**config.mk**
```make
export PLATFORM = sky130hd
export DESIGN_NAME = mem_port_arbiter_flat
export DESIGN_NICKNAME = d
export VERILOG_FILES = /design/src/rtl/mem_port_arbiter_if.sv /design/src/rtl/mem_port_arbiter.sv /design/src/flat_wrapper.sv
export SDC_FILE = /design/constraint.sdc
export NUM_CORES = 1
export LEC_CHECK = 0
export CORE_AREA = 2 2 116 118
export CTS_CLUSTER_DIAMETER = 100
export DETAILED_ROUTE_END_ITERATION = 8
export DIE_AREA = 0 0 118 120
export PLACE_DENSITY_LB_ADDON = 0.12
export SLEW_MARGIN = 20
export SYNTH_ARGS = -nofsm -noshare
export SYNTH_HDL_FRONTEND = slang
export SYNTH_SLANG_ARGS = --single-unit
```
**constraint.sdc**
```tcl
create_clock -name clk_i -period 1.8 [get_ports clk_i]
set_clock_uncertainty 0.05 [all_clocks]
set_input_delay 0.27 -clock clk_i [delete_from_list [all_inputs] [get_ports clk_i]]
set_output_delay 0.27 -clock clk_i [all_outputs]
set_load 0.1 [all_outputs]
```
**src/rtl/mem_port_arbiter_if.sv**
```systemverilog
// Bus bundle for the memory port arbiter: core requester, external
// loader/debug requester and the shared memory port. The arbiter takes the
// slave view; the requesters and the memory model take the master view.
interface mem_port_arbiter_if #(
    parameter int XLEN = 32
);
    // core requester
    logic            c_req_i;
    logic            c_we_i;
    logic [XLEN-1:0] c_addr_i;
    logic [XLEN-1:0] c_wdata_i;
    logic            c_gnt_o;
    logic            c_rvalid_o;
    logic [XLEN-1:0] c_rdata_o;

    // external loader/debug requester
    logic            e_req_i;
    logic            e_we_i;
    logic [XLEN-1:0] e_addr_i;
    logic [XLEN-1:0] e_wdata_i;
    logic            e_lock_i;
    logic            e_gnt_o;
    logic            e_rvalid_o;
    logic [XLEN-1:0] e_rdata_o;

    // shared memory port (read data is combinational from m_addr_o)
    logic            m_we_o;
    logic [XLEN-1:0] m_addr_o;
    logic [XLEN-1:0] m_wdata_o;
    logic [XLEN-1:0] m_rdata_i;

    modport slave (
        input  c_req_i, c_we_i, c_addr_i, c_wdata_i,
        output c_gnt_o, c_rvalid_o, c_rdata_o,
        input  e_req_i, e_we_i, e_addr_i, e_wdata_i, e_lock_i,
        output e_gnt_o, e_rvalid_o, e_rdata_o,
        output m_we_o, m_addr_o, m_wdata_o,
        input  m_rdata_i
    );

    modport master (
        output c_req_i, c_we_i, c_addr_i, c_wdata_i,
        input  c_gnt_o, c_rvalid_o, c_rdata_o,
        output e_req_i, e_we_i, e_addr_i, e_wdata_i, e_lock_i,
        input  e_gnt_o, e_rvalid_o, e_rdata_o,
        input  m_we_o, m_addr_o, m_wdata_o,
        output m_rdata_i
    );
endinterface

```
**src/rtl/mem_port_arbiter.sv**
```systemverilog
// Shares one unified instruction/data memory between the multicycle core and
// an external loader/debug port. One access per cycle, round-robin on ties,
// bounded burst lock for the external port, registered read return.
module mem_port_arbiter #(
    parameter int XLEN     = 32,
    parameter int MAX_LOCK = 8      // 1..255
) (
    input  logic              clk_i,
    input  logic              rstn_i,
    mem_port_arbiter_if.slave bus,
    output logic              lock_active_o
);

    typedef enum logic { ST_ARB, ST_EXT_LOCK } state_t;
    typedef enum logic { OWN_CORE, OWN_EXT } owner_t;

    localparam logic [7:0] MAX_CNT = 8'(MAX_LOCK);

    state_t          state;
    owner_t          last_owner;
    logic [7:0]      lock_cnt;
    logic            c_gnt;
    logic            e_gnt;
    logic            c_rvalid;
    logic            e_rvalid;
    logic [XLEN-1:0] c_rdata;
    logic [XLEN-1:0] e_rdata;

    // Grant decision: lock gives the external port exclusivity, otherwise a
    // lone requester wins and a tie goes to whoever was not served last.
    always_comb begin
        // NOTE: every output of this block gets a default first so no path
        // leaves it unassigned, which would otherwise infer a latch.
        c_gnt = 1'b0;
        e_gnt = 1'b0;
        if (rstn_i) begin
            if (state == ST_EXT_LOCK) begin
                e_gnt = bus.e_req_i;
            end else if (bus.c_req_i && bus.e_req_i) begin
                c_gnt = (last_owner == OWN_EXT);
                e_gnt = (last_owner == OWN_CORE);
            end else begin
                c_gnt = bus.c_req_i;
                e_gnt = bus.e_req_i;
            end
        end
    end

    // Memory mux: the granted requester drives the port; idle cycles drive 0.
    always_comb begin
        bus.m_we_o    = 1'b0;
        bus.m_addr_o  = '0;
        bus.m_wdata_o = '0;
        if (c_gnt) begin
            bus.m_we_o    = bus.c_we_i;
            bus.m_addr_o  = bus.c_addr_i;
            bus.m_wdata_o = bus.c_wdata_i;
        end else if (e_gnt) begin
            bus.m_we_o    = bus.e_we_i;
            bus.m_addr_o  = bus.e_addr_i;
            bus.m_wdata_o = bus.e_wdata_i;
        end
    end

    // Arbitration FSM: round-robin owner tracking and the bounded external lock.
    always_ff @(posedge clk_i) begin
        // NOTE: state registers use non-blocking assignments so every
        // register samples the pre-edge values regardless of statement order.
        if (!rstn_i) begin
            state      <= ST_ARB;
            last_owner <= OWN_EXT;
            lock_cnt   <= 8'd0;
        end else begin
            case (state)
                ST_ARB: begin
                    if (c_gnt) last_owner <= OWN_CORE;
                    if (e_gnt) last_owner <= OWN_EXT;
                    if (e_gnt && bus.e_lock_i) begin
                        state    <= ST_EXT_LOCK;
                        lock_cnt <= 8'd1;
                    end
                end
                ST_EXT_LOCK: begin
                    if (!bus.e_lock_i || lock_cnt == MAX_CNT) begin
                        // Leaving with last_owner=EXT hands the next tie to the core.
                        state      <= ST_ARB;
                        lock_cnt   <= 8'd0;
                        last_owner <= OWN_EXT;
                    end else begin
                        lock_cnt <= lock_cnt + 8'd1;
                    end
                end
                default: begin
                    state    <= ST_ARB;
                    lock_cnt <= 8'd0;
                end
            endcase
        end
    end

    // Read return: capture memory data for the winner of a read; rvalid is a
    // one-cycle strobe and rdata holds until that requester reads again.
    always_ff @(posedge clk_i) begin
        if (!rstn_i) begin
            c_rvalid <= 1'b0;
            e_rvalid <= 1'b0;
            c_rdata  <= '0;
            e_rdata  <= '0;
        end else begin
            c_rvalid <= c_gnt && !bus.c_we_i;
            e_rvalid <= e_gnt && !bus.e_we_i;
            if (c_gnt && !bus.c_we_i) c_rdata <= bus.m_rdata_i;
            if (e_gnt && !bus.e_we_i) e_rdata <= bus.m_rdata_i;
        end
    end

    assign bus.c_gnt_o    = c_gnt;
    assign bus.e_gnt_o    = e_gnt;
    assign bus.c_rvalid_o = c_rvalid;
    assign bus.e_rvalid_o = e_rvalid;
    assign bus.c_rdata_o  = c_rdata;
    assign bus.e_rdata_o  = e_rdata;
    assign lock_active_o  = (state == ST_EXT_LOCK);

endmodule

```
**src/flat_wrapper.sv**
```systemverilog
// flat-port wrapper written by rule: the top's interface ports become plain ports
module mem_port_arbiter_flat 
#(
    parameter int XLEN     = 32,
    parameter int MAX_LOCK = 8               
)
  (clk_i, rstn_i, lock_active_o, bus_c_req_i, bus_c_we_i, bus_c_addr_i, bus_c_wdata_i, bus_c_gnt_o, bus_c_rvalid_o, bus_c_rdata_o, bus_e_req_i, bus_e_we_i, bus_e_addr_i, bus_e_wdata_i, bus_e_lock_i, bus_e_gnt_o, bus_e_rvalid_o, bus_e_rdata_o, bus_m_we_o, bus_m_addr_o, bus_m_wdata_o, bus_m_rdata_i);
  mem_port_arbiter_if #(.XLEN(XLEN)) bus_i ();
  input  logic clk_i;
  input  logic rstn_i;
  output logic lock_active_o;
  input wire logic [$bits(bus_i.c_req_i)-1:0] bus_c_req_i;
  input wire logic [$bits(bus_i.c_we_i)-1:0] bus_c_we_i;
  input wire logic [$bits(bus_i.c_addr_i)-1:0] bus_c_addr_i;
  input wire logic [$bits(bus_i.c_wdata_i)-1:0] bus_c_wdata_i;
  output wire logic [$bits(bus_i.c_gnt_o)-1:0] bus_c_gnt_o;
  output wire logic [$bits(bus_i.c_rvalid_o)-1:0] bus_c_rvalid_o;
  output wire logic [$bits(bus_i.c_rdata_o)-1:0] bus_c_rdata_o;
  input wire logic [$bits(bus_i.e_req_i)-1:0] bus_e_req_i;
  input wire logic [$bits(bus_i.e_we_i)-1:0] bus_e_we_i;
  input wire logic [$bits(bus_i.e_addr_i)-1:0] bus_e_addr_i;
  input wire logic [$bits(bus_i.e_wdata_i)-1:0] bus_e_wdata_i;
  input wire logic [$bits(bus_i.e_lock_i)-1:0] bus_e_lock_i;
  output wire logic [$bits(bus_i.e_gnt_o)-1:0] bus_e_gnt_o;
  output wire logic [$bits(bus_i.e_rvalid_o)-1:0] bus_e_rvalid_o;
  output wire logic [$bits(bus_i.e_rdata_o)-1:0] bus_e_rdata_o;
  output wire logic [$bits(bus_i.m_we_o)-1:0] bus_m_we_o;
  output wire logic [$bits(bus_i.m_addr_o)-1:0] bus_m_addr_o;
  output wire logic [$bits(bus_i.m_wdata_o)-1:0] bus_m_wdata_o;
  input wire logic [$bits(bus_i.m_rdata_i)-1:0] bus_m_rdata_i;
  assign bus_i.c_req_i = bus_c_req_i;
  assign bus_i.c_we_i = bus_c_we_i;
  assign bus_i.c_addr_i = bus_c_addr_i;
  assign bus_i.c_wdata_i = bus_c_wdata_i;
  assign bus_c_gnt_o = bus_i.c_gnt_o;
  assign bus_c_rvalid_o = bus_i.c_rvalid_o;
  assign bus_c_rdata_o = bus_i.c_rdata_o;
  assign bus_i.e_req_i = bus_e_req_i;
  assign bus_i.e_we_i = bus_e_we_i;
  assign bus_i.e_addr_i = bus_e_addr_i;
  assign bus_i.e_wdata_i = bus_e_wdata_i;
  assign bus_i.e_lock_i = bus_e_lock_i;
  assign bus_e_gnt_o = bus_i.e_gnt_o;
  assign bus_e_rvalid_o = bus_i.e_rvalid_o;
  assign bus_e_rdata_o = bus_i.e_rdata_o;
  assign bus_m_we_o = bus_i.m_we_o;
  assign bus_m_addr_o = bus_i.m_addr_o;
  assign bus_m_wdata_o = bus_i.m_wdata_o;
  assign bus_i.m_rdata_i = bus_m_rdata_i;
  mem_port_arbiter #(.XLEN(XLEN), .MAX_LOCK(MAX_LOCK)) u_core (.clk_i(clk_i), .rstn_i(rstn_i), .bus(bus_i), .lock_active_o(lock_active_o));
endmodule
```
==> metrics.md, run 1 <==
| Metric | Value |
|---|---|
| Nets | `between 800 and 900` |
| Num CTS Buffers | `9` |
| Gate Count Post-Synth | `396` |
| Worst Path Required | `around 1.5 ns` |
| Dpl hpwl | `approximately 15 mm` |
| Largest area contributor in the netlist | `dfxtp_1` |
| Post-synth EDFFs | `0` |
| First-pass DRT Iterations | `4` |
| Seq/Total Area, Yosys | `43.8%` |
| DR WL/cell | `between 20 and 25 um` |
| Flops & latches, synth | `76` |
| Final hold viol count | `0` |
| Cell mode on critical path | `buf_12` |
| Crit path arrival time | `between 1.5 and 2 ns` |
| VDD IR max | `0.000597 V` |
| Reg2reg start | `u_core.lock_cnt[1]$_SDFFE_PN0P_` |
| Num rows | `42` |
| Outcome | `finished, violations left` |
| Crit-path max FO | `8` |
| Vias per cell | `just under 5` |
| Initial Util | `between 20% and 30%` |
| Floorplan die height | `120 um` |
| Min setup slack post-route | `-0.304 ns` |
| Critical R2R Capture | `u_core.lock_cnt[1]$_SDFFE_PN0P_` |
| Count of cell types in the netlist | `37` |
| IO buf count | `300` |
| Reg2reg setup slack | `0.11 ns` |
| Worst min path class | `flop to flop` |
| Max Root-Sink Buffers | `2` |
| CTS sink count | `76` |
| Die ar. | `14200 um2` |
| Global-route wire length before repair | `~28 mm` |
| Max capacitance violation total | `0` |
| Fin. max-slew vios | `0` |
| CP endpoint kind | `output port` |
| Relative slew slack | `80.3%` |
| Antenna violations before repair | `0` |
| 1st-iter DRT viols | `244` |
| Total wire length | `a little under 20 mm` |
| PwrDens | `692 nW/um2` |
| H-tree Lvls | `3` |
| Worst hold endpoint | `u_core.bus.e_rdata_o[26]$_SDFFE_PN0P_` |
| CP max stage cell | `dfxtp_4` |
| Syn_nets | `between 500 and 600` |
| CP bufs+invs | `3` |
| Clk slew on worst S/H paths | `0.06 ns` |
| Main synth FF type | `dfxtp_1` |
| Final period util | `117%` |
| YS warnings | `0` |
| Crit path largest cell delay | `0.34 ns` |
| Fraction of layout cells with a size suffix above 1 | `37.1%` |
| Pre-CTS setup slack | `-0.327 ns` |
| Crit path max-delay family | `buffers and inverters` |
| Mean Syn Cell Area | `slightly below 9 um2` |
| Cells on Worst Hold Path | `2` |
| Async SR Flop Fraction | `0%` |
| Chip width | `118 um` |
| Post-cts hold buffer count | `0` |
| Setup CP Type | `flop to output port` |
| Final setup fails | `67` |
| N_diodes | `0` |
| Vias in the first global route | `4422` |
| Reg2Reg Depth | `6` |
| Post-layout min period | `2.10 ns` |
| CTS tree | `built` |
| Area growth syn-to-layout | `168%` |
| Top cells by area, synth | `dfxtp_1 44%, a22o_1 16%, mux2i_1 9.2%` |
| All-layer global routing usage | `26.4%` |
| Min-Delay Startpoint | `u_core.bus.e_rdata_o[26]$_SDFFE_PN0P_` |
| Via count | `4358` |
| Leakage | `3.76 nW` |
| Most frequent cells in the layout | `163 x clkdlybuf4s50_1, 136 x buf_12, 75 x dfxtp_1, 74 x nand2_1, 65 x a22o_4` |
| Drt drc | `0` |
| Measured slew at the worst slew-check pin | `0.291 ns` |
| Max Fclk | `roughly 480 MHz` |
| Worst-skew pair later-pin latency | `0.33 ns` |
| Post-synth top area share | `between 40% and 50%` |
| CTS root buffer | `clkbuf_16` |
| Min Hold Slack | `0.407 ns` |
| CORE AREA | `~13000 um2` |
| Number of nets with antenna violations after routing | `0` |
| Cell area after synthesis | `3480 um2` |
| RSZ-0062 raised after global routing | `yes` |
| Crit path cell chain | `nand3b_1 > and2_4 > buf_12 > buf_16 > a22o_4 > buf_12` |
| Worst setup SP type | `flop` |
| Routability cong. | `0.809` |
| Commonest non-fill, non-tap cell in the layout | `clkdlybuf4s50_1` |
| Failing checks | `setup timing` |
| I/O Pins | `301` |
| GRT Residual Overflow | `0` |
| Largest net degree at the start of global routing | `38` |
[Yosys cell counts, types with 3 or more instances]
library cell and count:
dfxtp_1 76, nand3_1 5, buf_2 10, nand3b_1 3, a31oi_1 3, nand2_1 74, a21oi_1 35, a22o_1 65
mux2i_1 32, nor2b_1 3, o21ai_0 3, nor2_1 34, nor3_1 3, buf_4 3, clkbuf_1 17, inv_1 4
[metrics by stage]
step	setup TNS, ns	instance area (um2)	cells	power, mW	utilization (%)
2_1_floorplan	-1.61	4130	396	3.40	-
3_3_place_gp	-24.38	8600	866	4.63	66.2
3_5_place_dp	-25.76	8600	866	4.65	66.2
4_1_cts	-18.71	9260	895	6.46	71.3
5_1_grt	-23.22	9320	898	6.62	71.8
6_report	-18.44	9320	898	6.45	71.8
[area by class of cell]
cell class / instances / area [um2]
timing repair buffer: 341 / 4870
fill: 919 / 3660
multi-input combinational: 285 / 2400
sequential: 76 / 1530
clock buffer: 11 / 254
tap: 176 / 220
clock inverter: 4 / 23.8
inverter: 5 / 18.8
[worst max-delay path by stage]
stage	startpoint	end	slack [ns]	cells after the start
floorplan	u_core.lock_active_o$_SDFF_PN0_	bus_m_addr_o[0]	-0.05	4
global placement	bus_e_req_i	bus_m_wdata_o[31]	-0.29	6
detailed placement	bus_e_req_i	bus_m_wdata_o[31]	-0.33	6
CTS	u_core.lock_active_o$_SDFF_PN0_	bus_m_addr_o[28]	-0.31	6
global route	u_core.lock_active_o$_SDFF_PN0_	bus_m_addr_o[24]	-0.38	6
finish	u_core.lock_active_o$_SDFF_PN0_	bus_m_addr_o[24]	-0.30	6
[logic make-up after synthesis]
logic type,after synthesis,synth area share (%)
flip-flops,76,43.8
AND/OR/NAND/NOR,132,16.3
multiplexers,32,9.22
AO/OA/AOI/OAI,117,25.1
adder cells (fa/ha/maj),2,0.720
buffers and inverters,37,4.90
[state kept, by name (all words and copies together) (netlist names)]
name,flops
u_core.bus.c_rdata_o,32
u_core.bus.e_rdata_o,32
u_core.lock_cnt,8
u_core.bus.c_rvalid_o,1
u_core.bus.e_rvalid_o,1
u_core.last_owner,1
u_core.lock_active_o,1
[power breakdown]
part	total [mW]	switching, mW	internal [mW]
clock network	1.69	0.689	1.00
registers	1.78	0.0471	1.73
logic	2.98	1.70	1.28
total	6.45	2.44	4.02
[routing by layer]
metal	GRT usage [%]	share of wire, %
met1	32.3	40
met2	44.3	49
met4	5.20	1.3
met3	10.4	9.6
met5	0	0
[tightest hold or removal path, cell delays in order (launching register included)]
cell and delay, ns:
dfxtp_1 0.31, nand2_1 0.05, a21oi_1 0.05
[timing repair]
item,in CTS,in global routing
cloned,8,3
pin swaps,30,8
gates resized for setup,31,5
buffers inserted,7,1
setup endpoints to repair,69,72
No activity file was read; power rests on OpenSTA's default activity.
==> run 2, diff against run 1 <==
Settings changed: SETUP_SLACK_MARGIN set to 0.02.
==> run 2 against run 1 <==
The flow still finishes with violations (setup timing). First-iteration DRC count down 30%. Fmax up 2.8%. Sequential power about the same. Sequential share of layout area about the same. Cell count up 0.33%. Setup slack better by 0.057 ns. Clock power up 24%. Combinational power down 1%. Flip-flop and latch count unchanged. Register-to-register slack about the same. Non-clock buffer count up 2. Critical endpoint is now bus_m_wdata_o[3].
==> metrics.md, run 2 (synthesized netlist as in run 1, its figures left out) <==
| Metric | Value |
|---|---|
| Outcome | `finished, violations left` |
| Failing checks | `setup timing` |
| Area growth syn-to-layout | `168%` |
| CTS sink count | `76` |
| Relative slew slack | `75.0%` |
| Final hold viol count | `0` |
| Final setup fails | `67` |
| Cell mode on critical path | `buf_12` |
| Floorplan die height | `120 um` |
| Setup TNS | `-14.43 ns` |
| Post-cts hold buffer count | `0` |
| H-tree Lvls | `3` |
| PwrDens | `731 nW/um2` |
| Vias per cell | `about 4.9` |
| Worst min path class | `flop to flop` |
| Worst setup SP type | `flop` |
| I/O Pins | `301` |
| Measured slew at the worst slew-check pin | `roughly 0.37 ns` |
| Fin cells | `901` |
| Crit path cell chain | `nand2b_4 > and3_4 > buf_12 > clkbuf_16 > a22o_4 > buf_12` |
| Max Root-Sink Buffers | `2` |
| First-pass DRT Iterations | `4` |
| Die ar. | `14200 um2` |
| Leakage | `3.77 nW` |
| Most frequent cells in the layout | `163 x clkdlybuf4s50_1, 131 x buf_12, 74 x nand2_1, 74 x dfxtp_1, 65 x a22o_4` |
| 1st-iter DRT viols | `170` |
| Max Fclk | `488 MHz` |
| Placement Cell Area | `8640 um2` |
| Reg2reg setup slack | `0.10 ns` |
| Worst path depth | `6` |
| P_sw | `2.40 mW` |
| Switching Fraction | `35.2%` |
| Clock power frac | `30.8%` |
| Commonest non-fill, non-tap cell in the layout | `clkdlybuf4s50_1` |
| Routability cong. | `0.851` |
| Chip width | `118 um` |
| Num CTS Buffers | `9` |
| Largest net degree at the start of global routing | `72` |
| Design area | `just over 9000 um2` |
| Final period util | `114%` |
| GRT Residual Overflow | `0` |
| CP Launch Point | `u_core.last_owner$_SDFFE_PN1P_` |
| CTS tree | `built` |
| CP max stage cell | `dfxtp_2` |
| Reg2Reg Depth | `6` |
| Min setup slack post-route | `-0.247 ns` |
| Reg2reg start | `u_core.lock_cnt[1]$_SDFFE_PN0P_` |
| Crit path arrival time | `about 1.7 ns` |
| Crit-path max FO | `6` |
| VDD IR max | `0.000550 V` |
| CP endpoint | `bus_m_wdata_o[3]` |
| Total wire length | `19.1 mm` |
| Flop pwr share | `26.1%` |
| Nets | `888` |
| Pint | `4.42 mW` |
| CP endpoint kind | `output port` |
| RSZ-0062 raised after global routing | `yes` |
| Fin. max-slew vios | `0` |
| Pre-CTS setup slack | `-0.346 ns` |
| Logic pwr share | `43.1%` |
| Dpl hpwl | `around 14 mm` |
| Crit path max-delay family | `buffers and inverters` |
| Post-layout min period | `about 2 ns` |
| Worst-skew pair later-pin latency | `around 0.33 ns` |
| Max capacitance violation total | `0` |
| CP bufs+invs | `3` |
| All-layer global routing usage | `25.4%` |
| Initial Util | `26.8%` |
| Drt drc | `0` |
| Via count | `4373` |
| IO buf count | `300` |
| Critical R2R Capture | `u_core.lock_cnt[1]$_SDFFE_PN0P_` |
| Antenna violations before repair | `4` |
| Num rows | `42` |
| Placed Cells | `slightly below 900` |
| Min Hold Slack | `0.418 ns` |
| Setup CP Type | `flop to output port` |
| Number of nets with antenna violations after routing | `0` |
| Worst Path Required | `roughly 1.5 ns` |
| Global-route wire length before repair | `27.2 mm` |
| Fraction of layout cells with a size suffix above 1 | `between 30% and 40%` |
| CTS root buffer | `clkbuf_16` |
| Vias in the first global route | `4411` |
| DR WL/cell | `21.2 um` |
| Clk slew on worst S/H paths | `0.05 ns` |
| CORE AREA | `13000 um2` |
| Crit path largest cell delay | `0.33 ns` |
run 2: repair_timing:
action                     in CTS  in global routing
setup endpoints to repair      69                 72
resized for setup              19                  8
cloned                          3                  5
pin swaps                       2                  3
setup buffers                   7                  2
run 2: area by class of cell:
class                      instances  area, um2
sequential                        76       1530
clock inverter                     4       95.1
tap                              176        220
multi-input combinational        284       2410
antenna                            1       2.50
clock buffer                      12        256
inverter                           5       18.8
timing repair buffer             343       4800
fill                             923       3650
run 2: metal layers:
metal  GRT usage (%)  up-vias  share of wire (%)  wire, um
li1                -     2061                  -         -
met1            28.6     2093                 38      7220
met2            43.6      189                 51      9720
met3            9.89       26                8.7      1660
met4            9.49        4                2.6       493
met5               0        -               0.14        26
run 2: worst min-delay path by stage:
stage	slack [ns]	endpoint	depth (start not counted)	start
detailed placement	0.41	u_core.bus.e_rdata_o[26]$_SDFFE_PN0P_	2	u_core.bus.e_rdata_o[26]$_SDFFE_PN0P_
floorplan	0.36	u_core.bus.e_rdata_o[0]$_SDFFE_PN0P_	2	bus_m_rdata_i[0]
CTS	0.42	u_core.bus.e_rdata_o[27]$_SDFFE_PN0P_	2	u_core.bus.e_rdata_o[27]$_SDFFE_PN0P_
global route	0.45	u_core.bus.e_rdata_o[27]$_SDFFE_PN0P_	2	u_core.bus.e_rdata_o[27]$_SDFFE_PN0P_
global placement	0.40	u_core.bus.e_rdata_o[6]$_SDFFE_PN0P_	2	u_core.bus.e_rdata_o[6]$_SDFFE_PN0P_
finish	0.42	u_core.bus.e_rdata_o[27]$_SDFFE_PN0P_	2	u_core.bus.e_rdata_o[27]$_SDFFE_PN0P_
run 2: worst reg2reg max path: cells and delay by family (launching register included):
family / cells / cell delay (ns)
fa+ha+maj: 1 / 0.14
buf+inv: 1 / 0.07
simple gates: 2 / 0.55
compound gates: 2 / 0.44
flops: 1 / 0.34
run 2: through the flow:
step / power (mW) / util [%]
after floorplan: 3.41 / -
after global placement: 4.62 / 66.5
after detailed placement: 4.64 / 66.5
after CTS: 6.84 / 70.8
after global routing: 7.01 / 71.9
final: 6.82 / 71.9
run 2: power by group through the flow:
stage | clock network (mW) | registers (mW) | logic (mW)
6_report | 2.10 | 1.78 | 2.94
5_1_grt | 2.21 | 1.79 | 3.01
4_1_cts | 2.15 | 1.78 | 2.90
3_5_place_dp | 0 | 1.82 | 2.83
3_3_place_gp | 0 | 1.81 | 2.81
2_1_floorplan | 0 | 2.13 | 1.28
==> variant 1, RTL diff (flow settings as in run 1) <==
`XLEN` is set to 32 in 3 places; all go to 24.
--- a/src/rtl/mem_port_arbiter_if.sv
+++ b/src/rtl/mem_port_arbiter_if.sv
@@ -3,5 +3,5 @@
 // slave view; the requesters and the memory model take the master view.
 interface mem_port_arbiter_if #(
-    parameter int XLEN = 32
+    parameter int XLEN = 24
 );
     // core requester
--- a/src/rtl/mem_port_arbiter.sv
+++ b/src/rtl/mem_port_arbiter.sv
@@ -3,5 +3,5 @@
 // bounded burst lock for the external port, registered read return.
 module mem_port_arbiter #(
-    parameter int XLEN     = 32,
+    parameter int XLEN     = 24,
     parameter int MAX_LOCK = 8      // 1..255
 ) (
--- a/src/flat_wrapper.sv
+++ b/src/flat_wrapper.sv
@@ -2,5 +2,5 @@
 module mem_port_arbiter_flat 
 #(
-    parameter int XLEN     = 32,
+    parameter int XLEN     = 24,
     parameter int MAX_LOCK = 8               
 )
Ports: changed (9 resized); port bits go from 301 to 229. The function was not compared with the original's and may differ.
==> variant 1 against run 1 <==
- the flow still finishes with violations (setup timing)
- die area stayed put
- final cell count shrank 16%
- total power fell by 14%
- setup slack better by 73 ps
- global-route usage is 7.6 points lower
- sequential power is 21% lower
- critical path type unchanged
- clock power is 9% higher
- synthesized area is 21% lower
- highest routed layer unchanged
- non-clock buffer count down 77
- sequential cell count down 16
- routed wire length shrank 32%
- via count decreased by 22%
- cell area is 20% lower
- largest cell class unchanged
==> variant 1: results (changes against run 1) <==
Ranking of synthesized cells by instance count: sky130_fd_sc_hd__dfxtp_1, sky130_fd_sc_hd__nand2_1, sky130_fd_sc_hd__a22o_1, sky130_fd_sc_hd__a21oi_1, sky130_fd_sc_hd__nor2_1 (unchanged). Status: finished with violations (unchanged). The number of global-route vias before repair is 3,551 (was 4,422). Top post-synthesis cells by area: sky130_fd_sc_hd__dfxtp_1, sky130_fd_sc_hd__a22o_1, sky130_fd_sc_hd__mux2i_1 (unchanged). The post-route worst setup slack came to -231 ps (was -304 ps). The layout cell share with drive strength beyond 1 came to 0.381 (was 0.371). The number of buffers added on ports came to 228 (was 300). The number of buffers on the longest clock path is 2 (unchanged). The total track usage came out at 0.188 (was 0.264). The count of cell types in the netlist is 36 (was 37).

The largest vdd supply drop is 0.000581 V (was 0.000597 V). The count of routing violations after the opening detailed-route iteration is 76 (was 244). The weighted congestion at the end of routability-driven global placement came out at 0.833 (was 0.809). The number of detailed-route iterations in the first pass was 4 (unchanged). The number of nets in the synthesized netlist was 448 (was 565).

The worst relative slew slack is 0.690 (was 0.803). Failing checks: setup timing (unchanged). The largest fanout on the critical path is 14 (was 8). The net total in the final layout came to 699 (was 887).

The commonest register cell after synthesis is sky130_fd_sc_hd__dfxtp_1 (unchanged). The worst hold path class is flop to flop (unchanged). The HPWL reported at the end of detailed placement was 10,200 um (was 14,600 um). The total of endpoints with negative setup slack in the final report is 50 (was 67). The arrival time of the worst setup path came out at 1710 ps (was 1780 ps). The number of placed instances, taps included came out at 724 (was 866). The via-per-instance ratio is 4.53 (was 4.85). The standby leakage power came to 2.97 nW (was 3.76 nW).

The synthesized netlist cell count is 319 (was 396). The sequential share of the synthesized area is 0.436 (was 0.438). The routed wire length came out at 13,400 um (was 19,600 um). The global-route wire length before repair is 20,600 um (was 28,300 um). The maximum number of pins on one net before global-route repair is 37 (was 38). The detailed-route via count is 3,401 (was 4,358). The number of H-tree levels is 3 (unchanged).
variant 1: metal layers:
metal | wire (um) | vias to the layer above | global-route usage
li1 | - | 1646 | -
met1 | 4890 | 1571 | 0.195
met2 | 6750 | 163 | 0.330
met3 | 1370 | 21 | 0.0908
met4 | 363 | 0 | 0.0708
met5 | 0 | - | 0
variant 1: final cells by class:
type | count | area, um2
fill | 1081 | 5550
multi-input combinational | 227 | 1890
clock inverter | 7 | 98.8
sequential | 60 | 1210
inverter | 8 | 30.0
clock buffer | 9 | 225
timing repair buffer | 264 | 3760
tap | 176 | 220
variant 1: path summary, 6_finish.rpt:
| check | from | end | slack, ps | cells after the start |
|---|---|---|---|---|
| hold / removal | u_core.bus.e_rdata_o[2] | u_core.bus.e_rdata_o[2] | 440 | 2 |
| hold reg to reg | u_core.bus.e_rdata_o[2] | u_core.bus.e_rdata_o[2] | 440 | 2 |
| setup reg to reg | u_core.lock_cnt[0] | u_core.lock_cnt[5] | 140 | 6 |
| setup / recovery | u_core.lock_active_o | bus_m_addr_o[7] | -230 | 7 |
variant 1: report_power, final:
group / switching (mW) / internal (mW) / total [mW] / leakage (nW)
combinational: 1.28 / 0.987 / 2.27 / 2.33
clock: 0.628 / 1.22 / 1.85 / 0.156
sequential: 0.0394 / 1.37 / 1.41 / 0.488
variant 1: repair_timing:
action / in CTS / in global routing
gates cloned: 5 / 1
buffers inserted: 6 / 1
gates resized for setup: 14 / 3
endpoints found under the setup margin: 51 / 53
pin swaps: 6 / 9
variant 1: cells by family (layout without fill, tap and decap cells):
family,count (synthesis),count (layout),synth area share
simple gates,108,108,0.175
compound gates,93,93,0.244
flops,60,60,0.436
buf+inv,32,288,0.0486
mux,24,24,0.0872
fa+ha+maj,2,2,0.00909
variant 1: worst max-delay path, cell delays in order (launching register included):
cell and delay (ps):
sky130_fd_sc_hd__dfxtp_4 350, sky130_fd_sc_hd__nor2b_4 120, sky130_fd_sc_hd__buf_6 110, sky130_fd_sc_hd__a21oi_4 60, sky130_fd_sc_hd__buf_6 140, sky130_fd_sc_hd__buf_12 150, sky130_fd_sc_hd__a22o_4 270, sky130_fd_sc_hd__buf_12 160
variant 1: per-stage QoR:
stage                      util  worst slack [ps]  hold slack [ps]  TNS, ps  area, um2
after floorplan               -              7.96              356        0       3340
after global placement    0.530              -247              429   -13720       6880
after detailed placement  0.530              -282              437   -16390       6880
after CTS                 0.573              -241              444   -10770       7430
after global routing      0.572              -293              454   -12550       7430
final                     0.572              -231              438    -9590       7430
==> variant 2, RTL diff (config.mk and constraints of run 1) <==
Made on the original files. Reset style: asynchronous (`rstn_i`), changed in 2 clocked blocks.
--- a/src/rtl/mem_port_arbiter.sv
+++ b/src/rtl/mem_port_arbiter.sv
@@ -64,5 +64,5 @@
 
     // Arbitration FSM: round-robin owner tracking and the bounded external lock.
-    always_ff @(posedge clk_i) begin
+    always_ff @(posedge clk_i or negedge rstn_i) begin
         // NOTE: state registers use non-blocking assignments so every
         // register samples the pre-edge values regardless of statement order.
@@ -101,5 +101,5 @@
     // Read return: capture memory data for the winner of a read; rvalid is a
     // one-cycle strobe and rdata holds until that requester reads again.
-    always_ff @(posedge clk_i) begin
+    always_ff @(posedge clk_i or negedge rstn_i) begin
         if (!rstn_i) begin
             c_rvalid <= 1'b0;
Check against the original RTL: differs if rstn_i is asserted again (counterexample within 4 cycles, from zero or initial values and one cycle with rstn_i low); with rstn_i held inactive, the same outputs for 4 cycles.
==> variant 2 against run 1 <==
- the flow still finishes with violations (setup timing)
- via count shrank 12%
- non-clock buffer count is the same
- sequential cell count is the same
- synthesized area grew 9.8%
- worst hold slack lost 230 ps
- global-route usage shrank 3.3 points
- cell area grew 6.0%
- setup slack lost 81 ps
- routed wire length shrank 13%
Power is not compared: it rests on default switching activity, and its combinational part moved more than twofold at a synthesized area within 25%.
==> variant 2: results (changes against run 1) <==
Status: finished with violations (unchanged). Failing checks: setup timing (unchanged). The register-to-register setup slack is -140 ps (was 110 ps). The utilization of the core after routing was 0.761 (was 0.718). The count of cell types in the netlist is 35 (was 37). The most common cell in the netlist was sky130_fd_sc_hd__dfrtp_1 (was sky130_fd_sc_hd__dfxtp_1).

The detailed-route via count came out at 3,832 (was 4,358). The placement-stage worst setup slack is -333 ps (was -327 ps). The clock buffer and inverter area fraction after layout came to 0.0321 (was 0.0298). The net total in the final layout was 780 (was 887). The delay of the slowest critical-path stage came out at 540 ps (was 340 ps). The area share of buffers outside the clock network came out at 0.508 (was 0.523). The synthesized netlist cell count is 282 (was 396). The post-route worst setup slack came out at -385 ps (was -304 ps). The weighted congestion at the end of routability-driven global placement came out at 0.803 (was 0.809). The routed length on met2 came to 9010 um (was 9640 um). The launch point of the critical path was u_core.last_owner (was u_core.lock_active_o).

The global-route wire length before repair was 25,200 um (was 28,300 um). The initial antenna violation count is 1 (was 0). The number of placed instances, taps included is 758 (was 866). The worst hold slack came to 175 ps (was 407 ps). The number of setup buffers added after CTS came out at 9 (was 7). The cell type group with the largest total delay on the critical path is compound AO/OA/AOI/OAI gates (was buffers and inverters).

The sequential share of the synthesized area was 0.499 (was 0.438). The cell with the biggest individual delay on the critical path is sky130_fd_sc_hd__dfstp_2 (was sky130_fd_sc_hd__dfxtp_4). The total of endpoints with negative setup slack in the final report is 104 (was 67). The commonest register cell after synthesis was sky130_fd_sc_hd__dfrtp_1 (was sky130_fd_sc_hd__dfxtp_1). The worst setup path endpoint is bus_m_wdata_o[31] (was bus_m_addr_o[24]). The largest fanout on the critical path came out at 29 (was 8).

The sum of routed wire segments on met1 was 6520 um (was 7820 um).
==> variant 2: power groups by stage <==
stage / Combinational (mW) / Clock (mW) / Sequential (mW)
3_3_place_gp: 8.74 / 0 / 2.70
5_1_grt: 9.30 / 2.02 / 2.77
2_1_floorplan: 2.19 / 0 / 5.75
6_report: 9.11 / 1.91 / 2.72
3_5_place_dp: 8.80 / 0 / 2.74
4_1_cts: 9.09 / 1.94 / 2.72
==> variant 2: routing by layer <==
layer	vias to the layer above	global-route usage
met3	19	0.0789
met2	163	0.405
li1	1739	-
met1	1909	0.276
met4	2	0.0474
met5	-	0
==> variant 2: logic make-up (layout without fill, tap and decap cells) <==
kind of cell | count (synthesis) | count (layout) | share of synthesized area
AO/OA/AOI/OAI | 86 | 86 | 0.186
XOR/XNOR | 1 | 1 | 0.00230
adder cells (fa/ha/maj) | 2 | 2 | 0.00656
buffers and inverters | 26 | 360 | 0.0482
flip-flops | 76 | 76 | 0.499
multiplexers | 64 | 64 | 0.217
AND/OR/NAND/NOR | 27 | 27 | 0.0410
